### src/rtl/fetch_stage_if.sv
// Instruction-cache request/response bundle between the fetch stage and the I-cache.
interface fetch_stage_if;
  logic [15:0] icache_addr;
  logic        icache_rd;
  logic [15:0] icache_instr;
  logic        icache_r;

  modport master (
    output icache_addr,
    output icache_rd,
    input  icache_instr,
    input  icache_r
  );

  modport slave (
    input  icache_addr,
    input  icache_rd,
    output icache_instr,
    output icache_r
  );
endinterface

### src/rtl/fetch_stage.sv
// LC-3b fetch stage: owns the PC, drives the I-cache request and loads the DE latches,
// inserting bubbles on cache misses and control hazards and redirecting on MEM resolution.
module fetch_stage #(
  parameter logic [15:0] RESET_PC = 16'h3000
) (
  input  logic                 clk,
  input  logic                 reset,
  fetch_stage_if.master        icache,
  input  logic                 dep_stall,
  input  logic                 mem_stall,
  input  logic                 v_de_br_stall,
  input  logic                 v_agex_br_stall,
  input  logic                 v_mem_br_stall,
  input  logic [1:0]           mem_pcmux,
  input  logic [15:0]          target_pc,
  input  logic [15:0]          trap_pc,
  output logic [15:0]          pc,
  output logic [15:0]          de_npc,
  output logic [15:0]          de_ir,
  output logic                 de_v,
  output logic [15:0]          bubble_count
);

  logic [15:0] r_pc;
  logic [15:0] r_deNpc;
  logic [15:0] r_deIr;
  logic        r_deV;
  logic [15:0] r_bubbleCount;

  logic        w_brStall;
  logic        w_ldDe;
  logic        w_redirect;
  logic        w_ldSeq;
  logic        w_newDeV;
  logic [15:0] w_pcPlus2;
  logic [15:0] w_redirectPc;

  assign w_brStall    = v_de_br_stall | v_agex_br_stall | v_mem_br_stall;
  assign w_ldDe       = ~dep_stall & ~mem_stall;
  // Encoding 11 is reserved and behaves like "not taken".
  assign w_redirect   = v_mem_br_stall & ~mem_stall &
                        ((mem_pcmux == 2'b01) | (mem_pcmux == 2'b10));
  assign w_ldSeq      = icache.icache_r & w_ldDe & ~w_brStall;
  assign w_newDeV     = icache.icache_r & ~w_brStall;
  assign w_pcPlus2    = r_pc + 16'd2;
  assign w_redirectPc = (mem_pcmux == 2'b10) ? trap_pc : target_pc;

  always_ff @(posedge clk) begin
    if (reset) begin
      r_pc          <= RESET_PC;
      r_deNpc       <= 16'h0000;
      r_deIr        <= 16'h0000;
      r_deV         <= 1'b0;
      r_bubbleCount <= 16'h0000;
    end else begin
      if (w_redirect) begin
        r_pc <= w_redirectPc;
      end else if (w_ldSeq) begin
        r_pc <= w_pcPlus2;
      end

      // DE payload is loaded even for bubbles so its contents stay deterministic.
      if (w_ldDe) begin
        r_deNpc <= w_pcPlus2;
        r_deIr  <= icache.icache_instr;
        r_deV   <= w_newDeV;
        if (!w_newDeV && (r_bubbleCount != 16'hFFFF)) begin
          r_bubbleCount <= r_bubbleCount + 16'd1;
        end
      end
    end
  end

  assign icache.icache_addr = r_pc;
  assign icache.icache_rd   = ~w_brStall & ~reset;

  assign pc           = r_pc;
  assign de_npc       = r_deNpc;
  assign de_ir        = r_deIr;
  assign de_v         = r_deV;
  assign bubble_count = r_bubbleCount;

endmodule

### src/flat_wrapper.sv
// flat-port wrapper written by rule: the top's interface ports become plain ports
module fetch_stage_flat 
#(
  parameter logic [15:0] RESET_PC = 16'h3000
)
  (clk, reset, dep_stall, mem_stall, v_de_br_stall, v_agex_br_stall, v_mem_br_stall, mem_pcmux, target_pc, trap_pc, pc, de_npc, de_ir, de_v, bubble_count, icache_icache_addr, icache_icache_rd, icache_icache_instr, icache_icache_r);
  fetch_stage_if icache_i ();
  input  logic clk;
  input  logic reset;
  input  logic dep_stall;
  input  logic mem_stall;
  input  logic v_de_br_stall;
  input  logic v_agex_br_stall;
  input  logic v_mem_br_stall;
  input  logic [1:0] mem_pcmux;
  input  logic [15:0] target_pc;
  input  logic [15:0] trap_pc;
  output logic [15:0] pc;
  output logic [15:0] de_npc;
  output logic [15:0] de_ir;
  output logic de_v;
  output logic [15:0] bubble_count;
  output wire logic [$bits(icache_i.icache_addr)-1:0] icache_icache_addr;
  output wire logic [$bits(icache_i.icache_rd)-1:0] icache_icache_rd;
  input wire logic [$bits(icache_i.icache_instr)-1:0] icache_icache_instr;
  input wire logic [$bits(icache_i.icache_r)-1:0] icache_icache_r;
  assign icache_icache_addr = icache_i.icache_addr;
  assign icache_icache_rd = icache_i.icache_rd;
  assign icache_i.icache_instr = icache_icache_instr;
  assign icache_i.icache_r = icache_icache_r;
  fetch_stage #(.RESET_PC(RESET_PC)) u_core (.clk(clk), .reset(reset), .icache(icache_i), .dep_stall(dep_stall), .mem_stall(mem_stall), .v_de_br_stall(v_de_br_stall), .v_agex_br_stall(v_agex_br_stall), .v_mem_br_stall(v_mem_br_stall), .mem_pcmux(mem_pcmux), .target_pc(target_pc), .trap_pc(trap_pc), .pc(pc), .de_npc(de_npc), .de_ir(de_ir), .de_v(de_v), .bubble_count(bubble_count));
endmodule
### config.mk
export PLATFORM = sky130hd
export DESIGN_NAME = fetch_stage_flat
export DESIGN_NICKNAME = d
export VERILOG_FILES = /design/src/rtl/fetch_stage_if.sv /design/src/rtl/fetch_stage.sv /design/src/flat_wrapper.sv
export SDC_FILE = /design/constraint.sdc
export NUM_CORES = 1
export LEC_CHECK = 0
export BUFFER_PORTS_ARGS = -buffer_cell sky130_fd_sc_hd__buf_2
export CAP_MARGIN = 10
export CORE_MARGIN = 2
export CORE_UTILIZATION = 24
export CTS_BUF_LIST = sky130_fd_sc_hd__clkbuf_8 sky130_fd_sc_hd__clkbuf_16
export DETAILED_ROUTE_END_ITERATION = 12
export HOLD_SLACK_MARGIN = 0.05
export PLACE_DENSITY_LB_ADDON = 0.12
export SYNTH_ARGS = -nofsm -noshare
export SYNTH_HDL_FRONTEND = slang
export SYNTH_SLANG_ARGS = --single-unit
### constraint.sdc
create_clock -name clk -period 2.77 [get_ports clk]
set_input_delay 0.554 -clock clk [delete_from_list [all_inputs] [get_ports clk]]
set_output_delay 0.554 -clock clk [all_outputs]
set_load 0.005 [all_outputs]
==> flow_summary.json, run 1 <==
{
  "worstSetupStartpoint": "v_mem_br_stall",
  "numCtsBuffers": 9,
  "crit_chain": "buf_2 > or4b_1 > or4_4 > or4_1 > a311oi_1",
  "hold_viol_final": 0,
  "critPathArrivalTime_ns": 2.55,
  "vias": 3472,
  "rsz0062_at_grt": "no",
  "synth_area_sq_mm": 0.00339,
  "numPortBuffers": 139,
  "start_kind": "input port",
  "slew_headroom_pct": 61.7,
  "crit_required_ns": 3.01,
  "grtUsageTotal_pct": 15.0,
  "worst_path_max_delay_cell": "or4b_1",
  "drtPass1Iterations": 6,
  "numClockSinks": 65,
  "place.gp.congestion": 0.767,
  "mostFrequentLayoutCell": "buf_2",
  "placed_area_sq_mm": 0.00421,
  "yosysUniqueCellTypes": 47,
  "wire_per_inst_um": 15.4,
  "p_leak_uw": 0.00184,
  "syn_to_final_growth_pct": 33.1,
  "ys_seq_area_share_pct": 38.4,
  "clock.fmax_ghz": 0.433,
  "avgSynthCellArea_sq_um": 8.18,
  "timing.hold.ws_ns": 0.452,
  "slowest_delay_ns": 0.60,
  "insertedDiodeCount": 0,
  "setup.worst_path.class": "in -> reg",
  "clockRootBuffer": "clkbuf_16",
  "pin_count": 140,
  "setup_viol": 0,
  "dp_cells": 702,
  "num-nets-final": 594,
  "reg2reg_from": "u_core.icache.icache_addr[2]",
  "hold_start": "u_core.de_ir[3]",
  "synth_area_leaders": "dfxtp_1 (38%), a211oi_1 (6.9%), nand2_1 (5.5%)",
  "routed_wl_mm": 11.1,
  "cp-end-kind": "flip-flop",
  "synth_top_area_share_pct": 38.4,
  "rows": 43,
  "avgViaCountPerCell": 4.84,
  "post_cts_buffers": 0,
  "vdd_drop_max_mv": 0.243,
  "min_period_ns": 2.31,
  "hold_buffers": 0,
  "tns_ns": 0,
  "die-area_sq_mm": 0.0151,
  "crit_buf_inv": 1,
  "place_ws_ns": 0.132,
  "outcome": "finished clean",
  "core_sq_mm": 0.0138,
  "min_path_type": "reg -> reg",
  "final_cell_mix": "buf_2 (139), dfxtp_1 (65), nand2_1 (50), a21oi_1 (32), a211oi_1 (31)",
  "finalWorstSetupSlack_ns": 0.458,
  "max_cap_violations": 0,
  "grt_max_degree": 57,
  "synth_warnings": 0,
  "drive_above_1_share_pct": 34.0,
  "start_util_pct": 24.5,
  "grt_pass1_wl_mm": 17.3,
  "synth_nets": 475,
  "cpLargestDelayFamily": "simple AND/OR/NAND/NOR gates",
  "drtAntennaViolNets": 0,
  "skew_ns": 0.00968,
  "cp_max_fo": 3,
  "netlist_instances": 414,
  "final_cells": 718,
  "finalInstanceArea_sq_mm": 0.00451,
  "clkSlewWorstSetupHoldPaths_ns": 0.06,
  "htree_levels": 3,
  "grt-ovfl-total": 0,
  "drt_iter0_markers": 179,
  "die_w_um": 123,
  "yosysTopAreaCell": "dfxtp_1",
  "maxSlewViolCount": 0,
  "dpl.hpwl_mm": 8.10,
  "die_h_um": 123,
  "fin_crit_sh_pct": 83.5,
  "drc": 0,
  "ctsResizeCount": 0,
  "p_per_area_mw_per_mm2": 551,
  "cts_tree": "built",
  "antenna_found_initial": 0,
  "grt_pass1_vias": 3287,
  "clk_path_buf_depth": 2,
  "synth_seq_cells": 65,
  "clk_latency_ns": 0.33,
  "worstMarginPinSlew_ns": 0.575
}
sequential cells by signal, indices dropped and copies added (netlist names):
signal / flops
u_core.de_npc: 16
u_core.de_ir: 16
u_core.bubble_count: 16
u_core.icache.icache_addr: 16
u_core.de_v: 1
per-layer routing:
| layer | GRT usage, % | vias to the layer above | share of wire [%] |
|---|---|---|---|
| li1 | - | 1743 | - |
| met1 | 19.8 | 1613 | 47 |
| met2 | 24.7 | 101 | 47 |
| met3 | 2.14 | 15 | 5.1 |
| met4 | 5.75 | 0 | 1.7 |
| met5 | 0 | - | 0 |
power by group:
part           switching (uW)  internal (uW)  total, uW
Sequential               55.0            983       1040
Combinational             161            150        311
Clock                     438            696       1130
Total                     654           1830       2480
area by class of cell:
class | count | area, sq um
fill | 1493 | 9320
multi-input combinational | 297 | 1840
sequential | 65 | 1300
timing repair buffer | 155 | 828
clock buffer | 9 | 225
tap | 180 | 225
clock inverter | 7 | 70.1
inverter | 5 | 18.8
per-stage QoR:
stage | total power (uW) | utilization [%]
after floorplan | 1230 | -
after CTS | 2520 | 32.6
after global routing | 2610 | 32.6
final | 2480 | 32.6
after detailed placement | 1380 | 30.5
after global placement | 1370 | 30.5
tightest hold or removal path: stages (launching register included):
cell	delay, ns
dfxtp_1	0.30
nand2_1	0.05
a21oi_1	0.05
path summary, 6_finish.rpt:
| kind | to | slack [ns] | depth (start not counted) |
|---|---|---|---|
| worst max-delay path | u_core.icache.icache_addr[15] | 0.46 | 5 |
| worst min-delay path | u_core.de_ir[3] | 0.45 | 2 |
| worst min register to register | u_core.de_ir[3] | 0.45 | 2 |
| worst max register to register | u_core.icache.icache_addr[15] | 0.53 | 5 |
synth_stat cells (all sizes together):
cell type	count
mux2	4
nor4bb	1
and3	2
o32a	1
a31o	1
or4	6
inv	5
nand3b	2
and4	3
a211oi	31
a311oi	8
a21bo	1
and4b	1
or2	1
buf	21
nor2b	14
a21oi	32
o22ai	1
o21ai	8
mux2i	9
or4b	1
and3b	1
o2111a	1
a31oi	2
xnor2	12
and2	1
or3b	2
dfxtp	65
a211o	1
o31ai	4
o211ai	1
nor3b	2
nor2	29
nand4	11
nand2	50
nand3	14
or4bb	1
ha	3
or3	6
nor3	11
nor4	12
clkbuf	26
xor2	4
nor4b	2
kinds of logic (layout without fill, tap and decap cells):
group	count (synthesis)	after routing	synth area share, %
AOI/OAI and AO/OA	92	92	17.9
xor gates and xnor gates	16	16	4.14
adders and majority gates	3	3	1.11
buffers and inverters	52	176	7.68
DFF	65	65	38.4
muxes	13	13	3.99
and+or+nand+nor	173	173	26.7
Power figures use the tool's default switching activity.
==> run 2, diff against run 1 <==
Clock period 2.77 ns to 2.1 ns, I/O delays scaled along.
==> flow_summary.json, run 2 (same netlist as run 1, synthesis figures left out) <==
{
  "worstHoldEndpoint": "u_core.de_ir[1]",
  "final_cell_mix": "buf_2 (139), dfxtp_1 (65), nand2_1 (50), buf_4 (39), a21oi_1 (32)",
  "critPathArrivalTime_ns": 2.27,
  "grtUsageTotal_pct": 15.0,
  "core_sq_mm": 0.0138,
  "place_ws_ns": -0.257,
  "met3_usage_pct": 2.46,
  "grt_max_degree": 77,
  "rsz0062_at_grt": "no",
  "fin_crit_sh_pct": 96.7,
  "drtAntennaViolNets": 0,
  "finalWorstSetupSlack_ns": 0.0693,
  "vdd_drop_max_mv": 0.362,
  "p_per_area_mw_per_mm2": 688,
  "drtPass1Iterations": 4,
  "rr_worst_depth": 5,
  "cp_max_fo": 2,
  "crit_required_ns": 2.34,
  "die-area_sq_mm": 0.0151,
  "start_kind": "input port",
  "hold_viol_final": 0,
  "setup_viol": 0,
  "die_w_um": 123,
  "outcome": "finished clean",
  "syn_to_final_growth_pct": 39.4,
  "grt_pass1_vias": 3311,
  "cp-end-kind": "flip-flop",
  "start_util_pct": 24.5,
  "grt_use_met2_pct": 23.8,
  "slew_headroom_pct": 63.0,
  "avgViaCountPerCell": 4.71,
  "clockRootBuffer": "clkbuf_16",
  "max_cap_violations": 0,
  "drive_above_1_share_pct": 36.9,
  "hold_start": "icache_icache_instr[1]",
  "htree_levels": 3,
  "dp_cells": 728,
  "insertedDiodeCount": 0,
  "r2r_slack_ns": 0.15,
  "numCtsBuffers": 9,
  "worstMarginPinSlew_ns": 0.547,
  "numPortBuffers": 139,
  "pin_count": 140,
  "min_path_type": "in -> reg",
  "clk_latency_ns": 0.33,
  "tns_ns": 0,
  "place.gp.congestion": 0.879,
  "clk_path_buf_depth": 2,
  "cts_tree": "built",
  "min_path_cells": 3,
  "clkSlewWorstSetupHoldPaths_ns": 0.05,
  "hold_buffers": 0,
  "final_cells": 743,
  "grt_pass1_wl_mm": 17.4,
  "clock.fmax_ghz": 0.492,
  "reg2reg_from": "u_core.icache.icache_addr[2]",
  "skew_ns": 0.00303,
  "finalInstanceArea_sq_mm": 0.00472,
  "grt_use_met1_pct": 19.8,
  "wire_per_inst_um": 15.0,
  "rows": 43,
  "numClockSinks": 65,
  "maxSlewViolCount": 0,
  "r2r-end": "u_core.icache.icache_addr[15]",
  "routed_wl_mm": 11.1,
  "grt_busiest_layer": "met2",
  "die_h_um": 123,
  "setup.worst_path.class": "in -> reg",
  "ctsResizeCount": 0,
  "mostFrequentLayoutCell": "buf_2",
  "post_cts_buffers": 0,
  "grt-ovfl-total": 0,
  "dpl.hpwl_mm": 8.19,
  "antenna_found_initial": 0,
  "p_leak_uw": 0.00198,
  "num-nets-final": 620,
  "drt_iter0_markers": 151,
  "min_period_ns": 2.03,
  "vias": 3498,
  "drc": 0,
  "placed_area_sq_mm": 0.00444
}
[run 2: layer usage]
layer,vias to the layer above,wire (um)
met4,0,249
li1,1787,-
met2,90,5090
met1,1603,5220
met5,-,0
met3,18,560
[run 2: per-stage QoR]
stage	utilization, %	hold slack (ns)	power [uW]
6_report	34.2	0.331	3250
5_1_grt	34.2	0.334	3420
4_1_cts	34.2	0.321	3310
3_5_place_dp	32.1	0.445	1860
3_3_place_gp	32.1	0.440	1850
2_1_floorplan	-	0.453	1620
[run 2: where the power goes]
group	leakage (uW)	internal (uW)	switching (uW)
Clock	0.000142	883	544
Combinational	0.00130	230	238
Sequential	0.000531	1300	57.4
Total	0.00198	2410	840
[run 2: layout make-up]
cell class / instances / area (sq um)
Sequential cell: 65 / 1300
Clock inverter: 3 / 16.3
Inverter: 5 / 18.8
Timing Repair Buffer: 181 / 1050
Multi-Input combinational cell: 297 / 1850
Clock buffer: 12 / 267
Tap cell: 180 / 225
Fill cell: 1468 / 9100
[run 2: worst max-delay path by stage]
stage / startpoint / end / slack [ns]
floorplan: v_mem_br_stall / u_core.icache.icache_addr[15] / -0.17
global placement: v_mem_br_stall / u_core.icache.icache_addr[15] / -0.24
detailed placement: v_mem_br_stall / u_core.icache.icache_addr[15] / -0.26
CTS: v_mem_br_stall / u_core.icache.icache_addr[15] / 0.08
global route: v_mem_br_stall / u_core.icache.icache_addr[15] / 0.04
finish: v_mem_br_stall / u_core.icache.icache_addr[15] / 0.07
[run 2: worst max-delay path, cell delays in order]
cell and delay, ns:
buf_2 0.12, or4b_1 0.58, or4_4 0.50, or4_1 0.40, a311oi_1 0.24
==> run 3, diff against run 2 <==
Settings changed: ABC_AREA set to 1.
==> flow_summary.json, run 3 <==
{
  "slew_headroom_pct": 48.5,
  "synth_area_leaders": "dfxtp_1 (37%), nand2_1 (14%), nor2_1 (11%)",
  "die_h_um": 125,
  "clk_latency_ns": 0.34,
  "clkSlewWorstSetupHoldPaths_ns": 0.05,
  "ctsResizeCount": 0,
  "p_per_area_mw_per_mm2": 707,
  "numCtsBuffers": 9,
  "slowest_delay_ns": 0.45,
  "cp_common_cell": "nand2_1",
  "skew_ns": 0.00613,
  "setup_viol": 0,
  "rsz0062_at_grt": "no",
  "worst_path_max_delay_cell": "nor3_1",
  "drt_iter0_markers": 222,
  "min_period_ns": 1.79,
  "cpLargestDelayFamily": "simple AND/OR/NAND/NOR gates",
  "post_cts_buffers": 0,
  "mostFrequentLayoutCell": "buf_2",
  "fin_crit_sh_pct": 85.1,
  "cts_tree": "built",
  "synth_common_cells": "nand2_1 (130), nor2_1 (101), dfxtp_1 (65)",
  "yosysTopAreaCell": "dfxtp_1",
  "rows": 44,
  "clk_path_buf_depth": 2,
  "vdd_drop_max_mv": 0.332,
  "num-nets-final": 731,
  "htree_levels": 3,
  "drtAntennaViolNets": 0,
  "worstMarginPinSlew_ns": 0.773,
  "p_leak_uw": 0.00230,
  "avgViaCountPerCell": 4.48,
  "numClockSinks": 65,
  "crit_chain": "ha_1 > nand2_1 > nor3_1 > nand2_1 > nand2_1 > nand2_1 > o21ai_0 > inv_1",
  "grt_pass1_vias": 3687,
  "yosysUniqueCellTypes": 33,
  "core_sq_mm": 0.0145,
  "avgSynthCellArea_sq_um": 6.51,
  "grt_max_degree": 34,
  "antenna_found_initial": 1,
  "drtPass1Iterations": 4,
  "dpl.hpwl_mm": 8.91,
  "synth_warnings": 0,
  "grt-ovfl-total": 0,
  "die_w_um": 125,
  "synth_ff_type": "dfxtp_1",
  "final_cell_mix": "buf_2 (139), nand2_1 (130), nor2_1 (101), dfxtp_1 (65), o21ai_0 (50)",
  "maxSlewViolCount": 0,
  "grtUsageTotal_pct": 15.2,
  "hold_viol_final": 0,
  "async_flop_share_pct": 0,
  "die-area_sq_mm": 0.0157,
  "ys_seq_area_share_pct": 36.7,
  "start_util_pct": 24.5,
  "routed_wl_mm": 11.7,
  "finalWorstSetupSlack_ns": 0.313,
  "critPathArrivalTime_ns": 2.01,
  "drive_above_1_share_pct": 27.0,
  "crit_required_ns": 2.33,
  "final_cells": 858,
  "start_kind": "flip-flop",
  "wire_per_inst_um": 13.6,
  "synth_area_sq_mm": 0.00354,
  "syn_to_final_growth_pct": 31.5,
  "utilization_pct": 32.2,
  "max_cap_violations": 0,
  "drc": 0,
  "netlist_instances": 544,
  "setup.worst_path.class": "reg -> reg",
  "synth-edff-count": 0,
  "place_ws_ns": -0.0455,
  "synth_nets": 605,
  "cp_max_fo": 6,
  "synthMostInstantiatedCell": "nand2_1",
  "synth_top_area_share_pct": 36.7,
  "pin_count": 140,
  "hold_buffers": 0,
  "tns_ns": 0,
  "min_path_type": "in -> reg",
  "grt_pass1_wl_mm": 19.1,
  "place.gp.congestion": 0.790,
  "clockRootBuffer": "clkbuf_16",
  "clock.fmax_ghz": 0.559,
  "insertedDiodeCount": 0,
  "synth_seq_cells": 65,
  "vias": 3844,
  "dp_cells": 843,
  "numPortBuffers": 139,
  "outcome": "finished clean",
  "crit_buf_inv": 1,
  "cp-end-kind": "flip-flop"
}
run 3: changes by cell type after synthesis, moves of 11 or more:
cell      before  now
nand2_1       50  130
nor2_1        29  101
o21ai_0        8   50
inv_1          5   44
a211oi_1      31    0
nand3_1       14   36
nor2b_1       14    0
clkbuf_1      26   14
nor4_1        12    1
xnor2_1       12    1
run 3: layout make-up:
class	count	area [sq um]
Clock buffer	11	253
Clock inverter	4	43.8
Fill cell	1640	9820
Inverter	47	176
Multi-Input combinational cell	394	1840
Sequential cell	65	1300
Tap cell	184	230
Timing Repair Buffer	153	813
run 3: tightest hold or removal path, stage by stage:
cell and delay, ns:
buf_2 0.07, nor2_1 0.03, nor2_1 0.08
run 3: cells by family (layout without fill, tap and decap cells):
logic type	after synthesis	in the layout	synth area share, %
buf+inv	85	215	11.3
xor+xnor	9	9	2.23
flops	65	65	36.7
simple gates	286	286	34.1
compound gates	96	96	14.6
fa+ha+maj	3	3	1.06
run 3: through the flow:
step,total power [uW],hold WS (ns),cell area (sq um)
floorplan,1610,0.447,3540
global placement,1810,0.463,4360
detailed placement,1810,0.467,4360
CTS,3360,0.296,4660
global route,3480,0.299,4660
finish,3290,0.310,4660
run 3: worst paths after layout:
path	from	depth (start not counted)	to	slack, ns
worst max-delay path	u_core.icache.icache_addr[2]	8	u_core.de_npc[11]	0.31
worst max register to register	u_core.icache.icache_addr[2]	8	u_core.de_npc[11]	0.31
worst min register to register	u_core.icache.icache_addr[0]	2	u_core.de_npc[0]	0.47
worst min-delay path	icache_icache_instr[3]	3	u_core.de_ir[3]	0.31
run 3: per-layer routing:
metal  track usage, %  routed length (um)  up-vias
li1                 -                   -     1976
met1             20.2                5490     1744
met2             23.9                5310      114
met3             5.13                 759        8
met4             3.14                  87        2
met5                0                  13        -
run 3: power breakdown:
group / switching (uW) / internal, uW / leakage (uW)
logic: 236 / 181 / 0.00162
clock network: 543 / 968 / 0.000153
registers: 63.1 / 1300 / 0.000532
